**src/rtl/fetch_stage_if.sv**
```systemverilog
// Fetch-stage port bundle: instruction-memory req/gnt/rvalid bus, redirect, decode handshake.
// Latency: none (wires only).
// Backpressure: carries gnt (memory side) and instr_ready_i (decode side) back to the fetch stage.
// Ports: master = fetch stage (drives req/addr, valid/instr/pc/level);
//        slave  = environment (drives gnt/rvalid/rdata, redirect, ready).
interface fetch_stage_if #(
  parameter int ADDR_WIDTH  = 32,
  parameter int INSTR_WIDTH = 32,
  parameter int FIFO_DEPTH  = 4
);
  localparam int LW = $clog2(FIFO_DEPTH + 1);

  // instruction memory
  logic                   instr_req_o;
  logic [ADDR_WIDTH-1:0]  instr_addr_o;
  logic                   instr_gnt_i;
  logic                   instr_rvalid_i;
  logic [INSTR_WIDTH-1:0] instr_rdata_i;
  // control flow
  logic                   redirect_i;
  logic [ADDR_WIDTH-1:0]  redirect_addr_i;
  // decode
  logic                   instr_valid_o;
  logic                   instr_ready_i;
  logic [INSTR_WIDTH-1:0] instr_o;
  logic [ADDR_WIDTH-1:0]  instr_pc_o;
  logic [LW-1:0]          level_o;

  modport master (
    output instr_req_o, instr_addr_o, instr_valid_o, instr_o, instr_pc_o, level_o,
    input  instr_gnt_i, instr_rvalid_i, instr_rdata_i, redirect_i, redirect_addr_i,
           instr_ready_i
  );

  modport slave (
    input  instr_req_o, instr_addr_o, instr_valid_o, instr_o, instr_pc_o, level_o,
    output instr_gnt_i, instr_rvalid_i, instr_rdata_i, redirect_i, redirect_addr_i,
           instr_ready_i
  );
endinterface

```
**src/rtl/fetch_stage.sv**
```systemverilog
// Decoupled instruction fetch: pipelined req/gnt/rvalid requests into a FIFO_DEPTH prefetch FIFO.
// Latency: response in cycle t is presented to decode in cycle t+1 (registered FIFO).
// Backpressure: requests issue only while buffered + in-flight < FIFO_DEPTH; decode stalls via ready.
// Ports: clk, rst_n (async, active-low); bus (fetch_stage_if.master) carries the memory
//        request/response channel, redirect_i/redirect_addr_i, and the decode valid/ready output.
module fetch_stage #(
  parameter int                    ADDR_WIDTH  = 32,
  parameter int                    INSTR_WIDTH = 32,
  parameter int                    FIFO_DEPTH  = 4,
  parameter logic [ADDR_WIDTH-1:0] BOOT_ADDR   = '0
) (
  input  logic          clk,
  input  logic          rst_n,
  fetch_stage_if.master bus
);
  localparam int CW = $clog2(FIFO_DEPTH + 1);
  localparam int PW = $clog2(FIFO_DEPTH);

  typedef struct packed {
    logic [INSTR_WIDTH-1:0] instr;
    logic [ADDR_WIDTH-1:0]  pc;
  } entry_t;

  logic                  run_q,        run_d;
  logic [ADDR_WIDTH-1:0] fetch_addr_q, fetch_addr_d;
  logic [ADDR_WIDTH-1:0] rsp_pc_q,     rsp_pc_d;
  logic [CW-1:0]         outst_q,      outst_d;
  logic [CW-1:0]         discard_q,    discard_d;
  logic [CW-1:0]         count_q,      count_d;
  logic [PW-1:0]         wr_ptr_q,     wr_ptr_d;
  logic [PW-1:0]         rd_ptr_q,     rd_ptr_d;
  entry_t                fifo_q [FIFO_DEPTH];
  entry_t                fifo_d [FIFO_DEPTH];

  logic                  credit, req, grant, push, pop, valid;
  logic [CW:0]           inflight;
  logic [ADDR_WIDTH-1:0] redirect_addr;
  logic                  unused_redirect_lsbs;

  // The low address bits of a redirect target are forced to zero (word aligned fetch).
  assign redirect_addr        = {bus.redirect_addr_i[ADDR_WIDTH-1:2], 2'b00};
  assign unused_redirect_lsbs = ^bus.redirect_addr_i[1:0];

  // In-flight requests include responses still to be discarded, so credit is conservative
  // and the FIFO always has room for every response that will be kept.
  assign inflight = {1'b0, count_q} + {1'b0, outst_q};
  assign credit   = inflight < (CW+1)'(FIFO_DEPTH);

  // Credit only grows while a request waits for its grant, so req/addr stay stable
  // until granted; only a redirect can withdraw a pending request.
  assign req   = run_q & credit & ~bus.redirect_i;
  assign grant = req & bus.instr_gnt_i;
  assign valid = (count_q != '0) & ~bus.redirect_i;
  assign pop   = valid & bus.instr_ready_i;
  assign push  = bus.instr_rvalid_i & ~bus.redirect_i & (discard_q == '0);

  always_comb begin
    run_d        = 1'b1;
    fetch_addr_d = fetch_addr_q;
    rsp_pc_d     = rsp_pc_q;
    outst_d      = outst_q + CW'(grant) - CW'(bus.instr_rvalid_i);
    discard_d    = discard_q;
    count_d      = count_q;
    wr_ptr_d     = wr_ptr_q;
    rd_ptr_d     = rd_ptr_q;
    fifo_d       = fifo_q;

    if (bus.redirect_i) begin
      fetch_addr_d = redirect_addr;
      rsp_pc_d     = redirect_addr;
      // Everything still in flight is stale. The in-flight count already covers any
      // discards pending from an earlier redirect, so it replaces the discard count
      // rather than adding to it. A response arriving this cycle is dropped here.
      discard_d    = outst_q - CW'(bus.instr_rvalid_i);
      count_d      = '0;
      wr_ptr_d     = '0;
      rd_ptr_d     = '0;
    end else begin
      if (grant) begin
        fetch_addr_d = fetch_addr_q + ADDR_WIDTH'(4);
      end
      if (bus.instr_rvalid_i && (discard_q != '0)) begin
        discard_d = discard_q - CW'(1);
      end
      if (push) begin
        fifo_d[wr_ptr_q].instr = bus.instr_rdata_i;
        fifo_d[wr_ptr_q].pc    = rsp_pc_q;
        wr_ptr_d               = wr_ptr_q + PW'(1);
        rsp_pc_d               = rsp_pc_q + ADDR_WIDTH'(4);
      end
      if (pop) begin
        rd_ptr_d = rd_ptr_q + PW'(1);
      end
      count_d = count_q + CW'(push) - CW'(pop);
    end
  end

  always_ff @(posedge clk or negedge rst_n) begin
    if (!rst_n) begin
      run_q        <= 1'b0;
      fetch_addr_q <= BOOT_ADDR;
      rsp_pc_q     <= BOOT_ADDR;
      outst_q      <= '0;
      discard_q    <= '0;
      count_q      <= '0;
      wr_ptr_q     <= '0;
      rd_ptr_q     <= '0;
      fifo_q       <= '{default: '0};
    end else begin
      run_q        <= run_d;
      fetch_addr_q <= fetch_addr_d;
      rsp_pc_q     <= rsp_pc_d;
      outst_q      <= outst_d;
      discard_q    <= discard_d;
      count_q      <= count_d;
      wr_ptr_q     <= wr_ptr_d;
      rd_ptr_q     <= rd_ptr_d;
      fifo_q       <= fifo_d;
    end
  end

  // Head is read straight from storage; storage resets to zero so instr_o/instr_pc_o are 0 in reset.
  assign bus.instr_req_o   = req;
  assign bus.instr_addr_o  = fetch_addr_q;
  assign bus.instr_valid_o = valid;
  assign bus.instr_o       = fifo_q[rd_ptr_q].instr;
  assign bus.instr_pc_o    = fifo_q[rd_ptr_q].pc;
  assign bus.level_o       = count_q;
endmodule

```
**src/flat_wrapper.sv**
```systemverilog
// flat-port wrapper written by rule: the top's interface ports become plain ports
module fetch_stage_flat 
#(
  parameter int                    ADDR_WIDTH  = 32,
  parameter int                    INSTR_WIDTH = 32,
  parameter int                    FIFO_DEPTH  = 4,
  parameter logic [ADDR_WIDTH-1:0] BOOT_ADDR   = '0
)
  (clk, rst_n, bus_instr_req_o, bus_instr_addr_o, bus_instr_valid_o, bus_instr_o, bus_instr_pc_o, bus_level_o, bus_instr_gnt_i, bus_instr_rvalid_i, bus_instr_rdata_i, bus_redirect_i, bus_redirect_addr_i, bus_instr_ready_i);
  fetch_stage_if #(.ADDR_WIDTH(ADDR_WIDTH), .INSTR_WIDTH(INSTR_WIDTH), .FIFO_DEPTH(FIFO_DEPTH)) bus_i ();
  input  logic clk;
  input  logic rst_n;
  output wire logic [$bits(bus_i.instr_req_o)-1:0] bus_instr_req_o;
  output wire logic [$bits(bus_i.instr_addr_o)-1:0] bus_instr_addr_o;
  output wire logic [$bits(bus_i.instr_valid_o)-1:0] bus_instr_valid_o;
  output wire logic [$bits(bus_i.instr_o)-1:0] bus_instr_o;
  output wire logic [$bits(bus_i.instr_pc_o)-1:0] bus_instr_pc_o;
  output wire logic [$bits(bus_i.level_o)-1:0] bus_level_o;
  input wire logic [$bits(bus_i.instr_gnt_i)-1:0] bus_instr_gnt_i;
  input wire logic [$bits(bus_i.instr_rvalid_i)-1:0] bus_instr_rvalid_i;
  input wire logic [$bits(bus_i.instr_rdata_i)-1:0] bus_instr_rdata_i;
  input wire logic [$bits(bus_i.redirect_i)-1:0] bus_redirect_i;
  input wire logic [$bits(bus_i.redirect_addr_i)-1:0] bus_redirect_addr_i;
  input wire logic [$bits(bus_i.instr_ready_i)-1:0] bus_instr_ready_i;
  assign bus_instr_req_o = bus_i.instr_req_o;
  assign bus_instr_addr_o = bus_i.instr_addr_o;
  assign bus_instr_valid_o = bus_i.instr_valid_o;
  assign bus_instr_o = bus_i.instr_o;
  assign bus_instr_pc_o = bus_i.instr_pc_o;
  assign bus_level_o = bus_i.level_o;
  assign bus_i.instr_gnt_i = bus_instr_gnt_i;
  assign bus_i.instr_rvalid_i = bus_instr_rvalid_i;
  assign bus_i.instr_rdata_i = bus_instr_rdata_i;
  assign bus_i.redirect_i = bus_redirect_i;
  assign bus_i.redirect_addr_i = bus_redirect_addr_i;
  assign bus_i.instr_ready_i = bus_instr_ready_i;
  fetch_stage #(.ADDR_WIDTH(ADDR_WIDTH), .INSTR_WIDTH(INSTR_WIDTH), .FIFO_DEPTH(FIFO_DEPTH), .BOOT_ADDR(BOOT_ADDR)) u_core (.clk(clk), .rst_n(rst_n), .bus(bus_i));
endmodule
```
**config.mk**
```make
export PLATFORM = sky130hd
export DESIGN_NAME = fetch_stage_flat
export DESIGN_NICKNAME = d
export VERILOG_FILES = /design/src/rtl/fetch_stage_if.sv /design/src/rtl/fetch_stage.sv /design/src/flat_wrapper.sv
export SDC_FILE = /design/constraint.sdc
export NUM_CORES = 1
export LEC_CHECK = 0
export CAP_MARGIN = 20
export CORE_ASPECT_RATIO = 1.2
export CORE_MARGIN = 5
export CORE_UTILIZATION = 61
export CTS_CLUSTER_SIZE = 40
export DETAILED_ROUTE_END_ITERATION = 8
export PLACE_DENSITY_LB_ADDON = 0.08
export SYNTH_ARGS = -nofsm -noshare
export SYNTH_HDL_FRONTEND = slang
export SYNTH_SLANG_ARGS = --single-unit
```
**constraint.sdc**
```tcl
create_clock -name clk -period 6.5 [get_ports clk]
set_input_delay 1.3 -clock clk [delete_from_list [all_inputs] [get_ports clk]]
set_output_delay 1.3 -clock clk [all_outputs]
set_load 0.02 [all_outputs]
```
==> qor.yml <==
cells_and_area:
  final_cell_mix: "dfrtp_1 (324), mux2_2 (272), clkdlybuf4s50_1 (165)"
  diodes: 0
  syn2layout_area_growth_pct: 20.1
  drive_gt1_share_pct: 33.9
  final_common_cell: "dfrtp_1"
  final_core_util_pct: 73.9
  final-seq-area_um2: 8160
  fillers: 1644
  multi_input_area_um2: 6610
  nets: 1297
clock_tree:
  cts_max_level: 2
  root_buffer: "clkbuf_16"
  post_cts_resized: 0
  cts_buffers: 34
  clock-sinks: 326
  cts.reportedPaths.clkPinSlew_ps: 60
  cts_setup_buffers: 0
  clk-insertion-delay-late_ps: 500
  cts_max_path_buffers: 3
  cts_tree: "built"
  hold_buffers: 0
placement:
  dp_hpwl_um: 20000
  placement.io_buffers: 166
  pre_cts_slack_ps: 2060
  gp_congestion: 0.877
global_routing:
  grt_pass1_vias: 10000
  grt_usage_pct: 23.0
  grt_overflow: 0
  grt_max_degree: 115
  grt_pass1_wl_um: 52600
  antenna_found_initial: 0
min_path:
  hold_class: "reg -> reg"
  min_from: "u_core.fifo_q[75]"
die:
  die_height_um: 183
  core_um2: 24600
  die_w_um: 154
  std_cell_rows: 63
  die_area_um2: 28100
  start_util_pct: 61.5
  io_pins: 171
drt:
  detail_route.wl_per_cell_um: 20.2
  firstDrtPassIters: 4
  postRouteAntennaNets: 0
  drc: 0
  drtIter0Drc: 369
  routed_wl_um: 31500
  via_count: 9097
  vias_per_cell: 5.84
power:
  p_leak_nw: 8.20
  powerDensity_nw_per_um2: 382
  peakVddDrop_v: 0.000311
yosys:
  yosysWarnings: 0
  ys_seq_area_share_pct: 53.9
  synth.distinct_cells: 51
  synth_edf_count: 0
  syn_avg_cell_area_um2: 14.3
  ys.flop_type: "dfrtp_1"
  synth_seq_cells: 326
  synthArstFlopShare_pct: 100
  netlist_instances: 1060
  syn-cell-area_um2: 15100
worst_setup_path:
  cp.arrival_ps: 3160
  critPathLaunchType: "input pin"
  critPathTopFamily: "buffers and inverters"
  worstPathRequired_ps: 5200
  cp_common_cell: "clkdlybuf4s50_1"
  worstSetupStartpoint: "bus_redirect_i"
  path_buf_inv: 2
  crit_fanout: 11
  r2r-start: "u_core.discard_q[0]"
  crit_chain: "clkdlybuf4s50_1 -> nor3b_4 -> and3_1 -> clkdlybuf4s50_1"
  crit_type: "in -> out"
  slowest_stage: "clkdlybuf4s50_1"
  max_stage_delay_ps: 680
  end_kind: "primary output"
timing:
  tns_ps: 0
  finalCriticalPeriod_ps: 4460
  fin_hold_ws_ps: 476
  rsz0062_at_grt: "no"
  worst_pin_slew_ps: 1040
  slew_headroom_pct: 30.5
  skew_ps: 10.5
  slew_violations: 0
  fmax_mhz: 224
  setup_viol: 0
  period_share_pct: 68.6
  layout_setup_ws_ps: 2040
  hold_violations: 0
outcome:
  run_status: "finished clean"
job:
  maxCapViolations: 0
[cell usage after synthesis (all sizes together) (16+ instances only)]
library cell | count | share of area, %
nand3 | 21 | 0.69
mux4 | 63 | 9.4
nor3 | 19 | 0.66
nand4 | 18 | 0.89
ha | 16 | 1.3
nand2 | 56 | 1.4
nor2 | 25 | 0.62
o21ai | 19 | 0.63
inv | 20 | 0.50
buf | 42 | 1.4
clkbuf | 23 | 0.59
dfrtp | 326 | 54
mux2 | 272 | 20
xor2 | 31 | 1.8
xnor2 | 27 | 1.6
[through the flow]
stage | std cells | area, µm² | power, mW
finish | 1559 | 18200 | 6.95
global route | 1559 | 18200 | 7.29
CTS | 1559 | 18200 | 7.03
detailed placement | 1498 | 17000 | 5.03
global placement | 1498 | 17000 | 4.98
floorplan | 1061 | 15100 | 4.10
[logic make-up after synthesis]
| kind of cell | count (synthesis) | synth area share, % |
|---|---|---|
| buffers and inverters | 85 | 2.49 |
| other | 2 | 0.0496 |
| multiplexers | 336 | 29.7 |
| AO/OA/AOI/OAI | 46 | 1.93 |
| XOR/XNOR | 58 | 3.36 |
| flip-flops | 326 | 53.9 |
| adder cells (fa/ha/maj) | 18 | 1.59 |
| AND/OR/NAND/NOR | 189 | 6.96 |
[power by group]
| part | switching, mW | total [mW] | internal, mW |
|---|---|---|---|
| sequential | 0.265 | 2.69 | 2.42 |
| combinational | 1.02 | 2.28 | 1.26 |
| clock | 0.777 | 1.97 | 1.20 |
| total | 2.06 | 6.95 | 4.88 |
[layer usage]
layer	up-vias	routed length (µm)	track usage (%)
li1	4148	-	-
met1	4682	13800	31.4
met2	225	15500	38.7
met3	42	1650	4.36
met4	0	529	5.65
met5	-	0	0
[path summary, 6_finish.rpt]
path	end	slack, ps	depth (start not counted)
setup / recovery	bus_instr_req_o	2040	4
hold / removal	u_core.fifo_q[75]	480	2
setup reg to reg	u_core.fifo_q[102]	3480	7
hold reg to reg	u_core.fifo_q[75]	480	2
max in group asynchronous	u_core.fifo_q[99]	4290	2
min in group asynchronous	u_core.fifo_q[248]	810	1
[worst min-delay path, cell delays in order, from the launching register on]
cell     delay [ps]
dfrtp_1         330
nand2_1          50
o21ai_0          60
[area by class of cell]
cell class              instances  area share, %
clock buffers                  51           5.77
clock inverters                10          0.572
inverters                      20          0.413
multi-input cells             650           36.4
flip-flops and latches        326           44.9
well taps                     325           2.24
repair buffers                177           9.70
[sequential cells by signal (all words and copies together) (netlist names), 2 cells and up]
register,cells
u_core.fifo_q,252
u_core.wr_ptr_q,2
u_core.outst_q,3
u_core.bus.instr_addr_o,30
u_core.bus.level_o,3
u_core.discard_q,3
u_core.rsp_pc_q,30
u_core.rd_ptr_q,2
Power figures use the tool's default switching activity.
